===== config.mk =====
export PLATFORM = sky130hd
export DESIGN_NAME = core2axi_outstanding
export DESIGN_NICKNAME = d
export VERILOG_FILES = /design/src/rtl/core2axi_pkg.sv /design/src/rtl/core2axi_lane_fifo.sv /design/src/rtl/core2axi_outstanding.sv
export SDC_FILE = /design/constraint.sdc
export NUM_CORES = 1
export LEC_CHECK = 0
export ABC_AREA = 1
export CORE_AREA = 4 4 123 125
export DETAILED_ROUTE_END_ITERATION = 6
export DIE_AREA = 0 0 127 129
export PLACE_DENSITY = 0.63
export RECOVER_POWER = 25
export SKIP_LAST_GASP = 1
export SYNTH_ARGS = -nofsm -noshare
export SYNTH_HDL_FRONTEND = slang
export SYNTH_SLANG_ARGS = --single-unit

===== constraint.sdc =====
create_clock -name clk_i -period 2.25 [get_ports clk_i]
set_clock_uncertainty 0.15 [all_clocks]
set_input_delay 0.45 -clock clk_i [delete_from_list [all_inputs] [get_ports clk_i]]
set_output_delay 0.45 -clock clk_i [all_outputs]
set_load 0.02 [all_outputs]

===== src/rtl/core2axi_pkg.sv =====
// Shared types and helpers for the outstanding core-to-AXI4 bridge.
package core2axi_pkg;

   typedef enum logic [1:0] {
      OKAY   = 2'b00,
      EXOKAY = 2'b01,
      SLVERR = 2'b10,
      DECERR = 2'b11
   } resp_e;

   // Beat size tied off in the interconnect wrapper: 4 bytes per beat.
   localparam logic [2:0] AXI_SIZE_WORD = 3'b010;

   // Bits needed to name a 32-bit lane inside a dw-bit bus (at least 1).
   function automatic int unsigned lane_width(input int unsigned dw);
      if (dw <= 32) begin
         return 1;
      end
      return $clog2(dw / 32);
   endfunction

   // EXOKAY counts as success; only SLVERR and DECERR flag an error.
   function automatic logic resp_is_err(input resp_e resp);
      return (resp == SLVERR) || (resp == DECERR);
   endfunction

endpackage


===== src/rtl/core2axi_lane_fifo.sv =====
// Small synchronous FIFO holding the 32-bit lane index of each in-flight transaction.
module core2axi_lane_fifo #(
   parameter int unsigned DEPTH = 4,
   parameter int unsigned WIDTH = 1
) (
   input  logic             clk_i,
   input  logic             rst_i,
   input  logic             push_i,
   input  logic             pop_i,
   input  logic [WIDTH-1:0] data_i,
   output logic             full_o,
   output logic             empty_o,
   output logic [WIDTH-1:0] head_o
);

   localparam int unsigned PTR_W = (DEPTH > 1) ? $clog2(DEPTH) : 1;
   localparam int unsigned CNT_W = $clog2(DEPTH + 1);

   logic [WIDTH-1:0] mem_q [DEPTH];
   logic [PTR_W-1:0] wr_ptr_q, rd_ptr_q;
   logic [CNT_W-1:0] cnt_q, cnt_d;

   // Pointers wrap at DEPTH, which need not be a power of two.
   function automatic logic [PTR_W-1:0] ptr_inc(input logic [PTR_W-1:0] p);
      return (p == PTR_W'(DEPTH - 1)) ? '0 : p + PTR_W'(1);
   endfunction

   // Occupancy next-state.
   always_comb begin
      cnt_d = cnt_q;
      if (push_i && !pop_i) begin
         cnt_d = cnt_q + CNT_W'(1);
      end else if (pop_i && !push_i) begin
         cnt_d = cnt_q - CNT_W'(1);
      end
   end

   // Pointer and occupancy state with synchronous reset.
   always_ff @(posedge clk_i) begin
      if (rst_i) begin
         wr_ptr_q <= '0;
         rd_ptr_q <= '0;
         cnt_q    <= '0;
      end else begin
         if (push_i) wr_ptr_q <= ptr_inc(wr_ptr_q);
         if (pop_i)  rd_ptr_q <= ptr_inc(rd_ptr_q);
         cnt_q <= cnt_d;
      end
   end

   // Storage needs no reset; only entries between the pointers are ever read.
   always_ff @(posedge clk_i) begin
      if (push_i) begin
         mem_q[wr_ptr_q] <= data_i;
      end
   end

   assign full_o  = (cnt_q == CNT_W'(DEPTH));
   assign empty_o = (cnt_q == '0);
   assign head_o  = mem_q[rd_ptr_q];

endmodule


===== src/rtl/core2axi_outstanding.sv =====
// Core req/gnt/rvalid data port to AXI4 bridge with up to MAX_OUTSTANDING transactions in flight.
// All in-flight transactions share one direction, so responses return in issue order without IDs.
module core2axi_outstanding
   import core2axi_pkg::*;
#(
   parameter int unsigned AXI_ADDR_WIDTH  = 32,
   parameter int unsigned AXI_DATA_WIDTH  = 64,
   parameter int unsigned MAX_OUTSTANDING = 4
) (
   input  logic                        clk_i,
   input  logic                        rst_i,

   input  logic                        data_req_i,
   output logic                        data_gnt_o,
   output logic                        data_rvalid_o,
   output logic                        data_err_o,
   input  logic [AXI_ADDR_WIDTH-1:0]   data_addr_i,
   input  logic                        data_we_i,
   input  logic [3:0]                  data_be_i,
   input  logic [31:0]                 data_wdata_i,
   output logic [31:0]                 data_rdata_o,

   output logic [AXI_ADDR_WIDTH-1:0]   aw_addr_o,
   output logic                        aw_valid_o,
   input  logic                        aw_ready_i,
   output logic [AXI_DATA_WIDTH-1:0]   w_data_o,
   output logic [AXI_DATA_WIDTH/8-1:0] w_strb_o,
   output logic                        w_valid_o,
   input  logic                        w_ready_i,
   input  logic [1:0]                  b_resp_i,
   input  logic                        b_valid_i,
   output logic                        b_ready_o,
   output logic [AXI_ADDR_WIDTH-1:0]   ar_addr_o,
   output logic                        ar_valid_o,
   input  logic                        ar_ready_i,
   input  logic [AXI_DATA_WIDTH-1:0]   r_data_i,
   input  logic [1:0]                  r_resp_i,
   input  logic                        r_valid_i,
   output logic                        r_ready_o
);

   localparam int unsigned LANE_W    = lane_width(AXI_DATA_WIDTH);
   localparam int unsigned NUM_LANES = AXI_DATA_WIDTH / 32;
   localparam int unsigned STRB_W    = AXI_DATA_WIDTH / 8;
   localparam int unsigned CNT_W     = $clog2(MAX_OUTSTANDING + 1);

   if (!(AXI_DATA_WIDTH == 32 || AXI_DATA_WIDTH == 64 || AXI_DATA_WIDTH == 128)) begin : gen_bad_dw
      $error("core2axi_outstanding: AXI_DATA_WIDTH must be 32, 64 or 128");
   end
   if (MAX_OUTSTANDING < 1 || MAX_OUTSTANDING > 16) begin : gen_bad_mo
      $error("core2axi_outstanding: MAX_OUTSTANDING must be in 1..16");
   end

   logic [CNT_W-1:0]  cnt_q, cnt_d;
   logic              dir_q, dir_d;
   logic              aw_done_q, aw_done_d;
   logic              w_done_q, w_done_d;

   logic              can_issue, aw_hs, w_hs, gnt;
   logic              rsp_r, rsp_b, rsp;
   logic [LANE_W-1:0] req_lane, head_lane;
   logic              fifo_full, fifo_empty;
   logic [STRB_W-1:0] strb_base;
   resp_e             r_resp, b_resp;

   if (AXI_DATA_WIDTH == 32) begin : gen_lane_narrow
      assign req_lane = '0;
   end else begin : gen_lane_wide
      assign req_lane = data_addr_i[LANE_W+1:2];
   end

   assign r_resp = resp_e'(r_resp_i);
   assign b_resp = resp_e'(b_resp_i);

   // Issue side: direction switches wait for the bridge to drain; full uses the registered count.
   always_comb begin
      can_issue  = data_req_i && (cnt_q < CNT_W'(MAX_OUTSTANDING)) &&
                   ((cnt_q == '0) || (dir_q == data_we_i));
      ar_valid_o = can_issue && !data_we_i;
      aw_valid_o = can_issue && data_we_i && !aw_done_q;
      w_valid_o  = can_issue && data_we_i && !w_done_q;
      aw_hs      = aw_valid_o && aw_ready_i;
      w_hs       = w_valid_o && w_ready_i;
      if (data_we_i) begin
         gnt = can_issue && (aw_done_q || aw_hs) && (w_done_q || w_hs);
      end else begin
         gnt = ar_valid_o && ar_ready_i;
      end
      data_gnt_o = gnt;
      aw_addr_o  = data_addr_i;
      ar_addr_o  = data_addr_i;
      w_data_o   = {NUM_LANES{data_wdata_i}};
      strb_base       = '0;
      strb_base[3:0]  = data_be_i;
      w_strb_o        = strb_base << (4 * req_lane);
   end

   // Response side: accept only the channel matching the in-flight direction, zero-cycle pass-through.
   always_comb begin
      r_ready_o     = (cnt_q != '0) && !dir_q;
      b_ready_o     = (cnt_q != '0) && dir_q;
      rsp_r         = r_valid_i && r_ready_o;
      rsp_b         = b_valid_i && b_ready_o;
      rsp           = rsp_r || rsp_b;
      data_rvalid_o = rsp;
      data_err_o    = 1'b0;
      data_rdata_o  = '0;
      if (rsp_r) begin
         data_err_o   = resp_is_err(r_resp);
         data_rdata_o = r_data_i[32*head_lane +: 32];
      end else if (rsp_b) begin
         data_err_o   = resp_is_err(b_resp);
      end
   end

   // Bookkeeping next-state: in-flight count, direction and per-channel write completion.
   always_comb begin
      cnt_d = cnt_q;
      case ({gnt, rsp})
         2'b10:   cnt_d = cnt_q + CNT_W'(1);
         2'b01:   cnt_d = cnt_q - CNT_W'(1);
         default: cnt_d = cnt_q;
      endcase
      dir_d = gnt ? data_we_i : dir_q;
      if (gnt) begin
         aw_done_d = 1'b0;
         w_done_d  = 1'b0;
      end else begin
         aw_done_d = aw_done_q || aw_hs;
         w_done_d  = w_done_q || w_hs;
      end
   end

   // Bookkeeping registers with synchronous reset.
   always_ff @(posedge clk_i) begin
      if (rst_i) begin
         cnt_q     <= '0;
         dir_q     <= 1'b0;
         aw_done_q <= 1'b0;
         w_done_q  <= 1'b0;
      end else begin
         cnt_q     <= cnt_d;
         dir_q     <= dir_d;
         aw_done_q <= aw_done_d;
         w_done_q  <= w_done_d;
      end
   end

   // Full/empty guards are redundant with cnt_q but keep the FIFO safe if misused.
   core2axi_lane_fifo #(
      .DEPTH (MAX_OUTSTANDING),
      .WIDTH (LANE_W)
   ) u_lane_fifo (
      .clk_i   (clk_i),
      .rst_i   (rst_i),
      .push_i  (gnt && !fifo_full),
      .pop_i   (rsp && !fifo_empty),
      .data_i  (req_lane),
      .full_o  (fifo_full),
      .empty_o (fifo_empty),
      .head_o  (head_lane)
   );

endmodule


==> impl_results.md <==
- Total core area: approximately 14000 µm²
- Hold Path Origin: w_done_q
- Initial antenna violation count: 0
- Slowest stage delay, CP: 0.37 ns
- Hold-fix buffers, CTS: 0
- Seq/Total Area, Yosys: about 15%
- Synth area leader: buf_4
- Setup TNS: -1.11 ns
- Die area: about 16000 µm²
- Pin count of the biggest net entering global routing: 28
- Skew-Pair Late Insertion Delay: between 0.2 and 0.3 ns
- Fraction of final layout cells sized beyond drive strength 1: about 46%
- Rows: 43
- DRC: 0
- Post-layout instance area: 4380 µm²
- Crit-path cells: buf_6 > nand2_2 > nand2_2 > nand2_4 > nand3_2 > a21oi_2 > nand2_2 > nand2_8 > nand2_8 > inv_4 > ha_4 > inv_4 > fa_2 > a21oi_2 > o21ai_2 > o21ai_1 > a21oi_1
- Vias in the first global route: about 2.5k
- Gr ovfl total: 0
- Htree depth: 1
- Violated checks: setup timing
- First-pass GRT wire length: ~13000 µm
- Hold WS: between 0.3 and 0.4 ns
- Synthesis Warnings: 0
- IO Port Bufs: approximately 130
- Ranking of synthesized cells by area: buf_4 (35%), dfxtp_1 (11%), a21oi_2 (9.3%)
- Routed vias/inst: between 4 and 5
- Mapped Nets: ~540
- Count of different cell masters after synthesis: 28
- Startpoint Class: flip-flop
- Via count: roughly 2.5k
- Slowest stage cell on the critical path: fa_2
- Post-layout minimum cycle time: about 2.4 ns
- Reg2Reg Depth: 17
- Power per cell area: between 800 and 900 nW/µm²
- Headroom to the max-slew limit: roughly four fifths
- Most frequent CP cell: nand2_2
- IO Pins: between 300 and 400
- Flops & latches, synth: 19
- Worst setup EP type: flip-flop
- Finished Core Util: about a third
- FF+latch area: 430 µm²
- CP bufs+invs: 3
- Pre-antenna DRT Iters: 4
- CTS tree: done
- Routed Antenna Nets: 0
- Clk buf depth: 2
- WP data required: about 2.2 ns
- Worst Hold Depth: 2
- Crit path depth: 17
- Maximum vdd drop: 0.000287 V
- Status: finished, violations left
- Die X: between 100 and 150 µm
- Placed cell areas: 3550 µm²
- Final Worst Setup Slack: -0.114 ns
- Post-Route WL: a little under 10000 µm
- Worst R2R Start: dir_q
- Min-Delay Path Class: flip-flop to flip-flop
- Root Driver: clkbuf_16
- CTS sink cnt: 19
- Final setup fails: 28
- Worst-path maximum fanout: 4
- Syn Std Cell Area: approximately 2700 µm²
- WHS Endpoint: w_done_q
- Starting Density: about a fifth
- Total GRT Usage: between 10% and 20%
- Layout area overhead: 61.1%
- Synth top area share: 35.3%
- Chip height: 129 µm
- WL per Instance: between 15 and 20 µm
- CP Data Arrival Time: 2.36 ns
- Least-Margin Pin Slew: around 0.31 ns
- Syn avg cell area: about 7 µm²
- Setup slack, reg-to-reg: -0.11 ns
- Multi-input gate area: around 1400 µm²
- Kind of critical path: flip-flop to flip-flop
- Slew Viols, Final: 0
- MaxCap Viol Count: 0
- Pleak: 1.91 nW
- Final weighted congestion in routability-driven placement: 0.851
- Hpwl dp: between 6000 and 7000 µm
- RR Endpoint: u_lane_fifo.cnt_q[2]
- Final worst-path cycle share: 105%
- Clock transition at path regs: around 0.050 ns
- Synthesized instance count: about 380
- Layout Nets: 589
- Fill cell count: roughly 1.4k
- Num CTS Buffers: 3
- Unrepaired setup endpoints after global routing: true
- Final Hold Viols: 0
- Starting DRC count in detailed routing: between 50 and 60
- Fmax: 423 MHz
- Cell family with most CP delay: simple AND/OR/NAND/NOR gates
- Dpl ws: -0.752 ns
- Antenna cell count: 0
==> cell usage after synthesis <==
library cell,instances
buf_4,128
inv_1,60
a21oi_2,29
o21ai_1,28
nand2_1,24
nor2_1,16
a21oi_1,15
dfxtp_1,15
o21ai_0,12
ha_1,7
buf_6,6
inv_2,6
nor2_2,6
edfxtp_1,4
nand3_1,4
buf_2,3
nand2_4,3
clkinv_1,2
fa_1,2
nand2_2,2
nand3_2,2
a211oi_1,1
a32oi_4,1
and3_2,1
clkbuf_1,1
nand4_1,1
o211a_1,1
o21ai_2,1
==> cell type report <==
type / instances / area share (%)
Clock buffer: 4 / 1.80
Tap cell: 180 / 5.14
Multi-Input combinational cell: 156 / 31.0
Timing Repair Buffer: 187 / 45.9
Sequential cell: 19 / 9.82
Inverter: 68 / 6.34
==> how the worst max path moves through the flow <==
| stage | start | end | slack (ns) |
|---|---|---|---|
| after floorplan | data_we_i | u_lane_fifo.cnt_q[2] | -0.08 |
| after global placement | data_we_i | u_lane_fifo.cnt_q[2] | -0.71 |
| after detailed placement | data_we_i | u_lane_fifo.cnt_q[2] | -0.75 |
| after CTS | u_lane_fifo.mem_q[1] | data_rdata_o[19] | -0.11 |
| after global routing | dir_q | u_lane_fifo.cnt_q[2] | -0.26 |
| final | dir_q | u_lane_fifo.cnt_q[2] | -0.11 |
==> cells in the final DEF (no fill, tap or decap), types with 3 or more instances in the layout <==
cell / netlist / routed
edfxtp_1: 4 / 4
buf_6: 6 / 34
nor2_1: 16 / 14
dlygate4sd2_1: 0 / 14
inv_4: 0 / 4
clkdlybuf4s50_1: 0 / 77
a21oi_4: 0 / 14
o21ai_0: 12 / 5
o21ai_4: 0 / 7
nor2_2: 6 / 6
inv_1: 60 / 55
inv_2: 6 / 6
buf_4: 128 / 39
buf_16: 0 / 6
ha_1: 7 / 5
a21oi_1: 15 / 9
o21ai_2: 1 / 18
dfxtp_1: 15 / 11
o21ai_1: 28 / 11
nand2_1: 24 / 18
clkbuf_16: 0 / 6
nand2_2: 2 / 6
a21oi_2: 29 / 21
buf_12: 0 / 6
buf_8: 0 / 3
nand2_4: 3 / 3
nand3_1: 4 / 4
==> worst register-to-register path, delay by kind of cell (launching register included) <==
family	cells	cell delay (ns)
flip-flops	1	0.36
AO/OA/AOI/OAI	5	0.51
AND/OR/NAND/NOR	7	0.55
adder cells (fa/ha/maj)	2	0.49
buffers and inverters	3	0.20
==> stage by stage <==
| step | instances | total power [mW] |
|---|---|---|
| 2_1_floorplan | 381 | 1.87 |
| 3_3_place_gp | 585 | 2.40 |
| 3_5_place_dp | 585 | 2.45 |
| 4_1_cts | 602 | 3.23 |
| 5_1_grt | 614 | 4.07 |
| 6_report | 614 | 3.83 |
==> kinds of logic (layout without fill, tap and decap cells) <==
family / after synthesis / after routing / share of synthesized area (%)
fa+ha+maj: 9 / 9 / 4.69
simple gates: 59 / 59 / 10.6
buf+inv: 206 / 259 / 47.9
compound gates: 88 / 88 / 21.4
flops: 19 / 19 / 15.4
==> layer usage <==
metal	wire (µm)	vias up	track usage, %
met5	0	-	0.882
met4	293	0	3.47
met3	1770	35	9.09
met2	4600	237	16.0
met1	3130	1084	10.2
li1	-	1167	-
==> power by group <==
group | internal [mW] | total [mW] | switching, mW
Clock | 0.241 | 0.372 | 0.131
Combinational | 1.56 | 3.00 | 1.44
Sequential | 0.411 | 0.460 | 0.0491
==> repair_timing <==
item	in CTS	in global routing
endpoints found under the hold margin	0	0
pin swaps	18	30
setup endpoints to repair	55	40
gates cloned	6	4
buffers inserted	7	10
resized for setup	205	104
(Power assumes the default switching activity.)
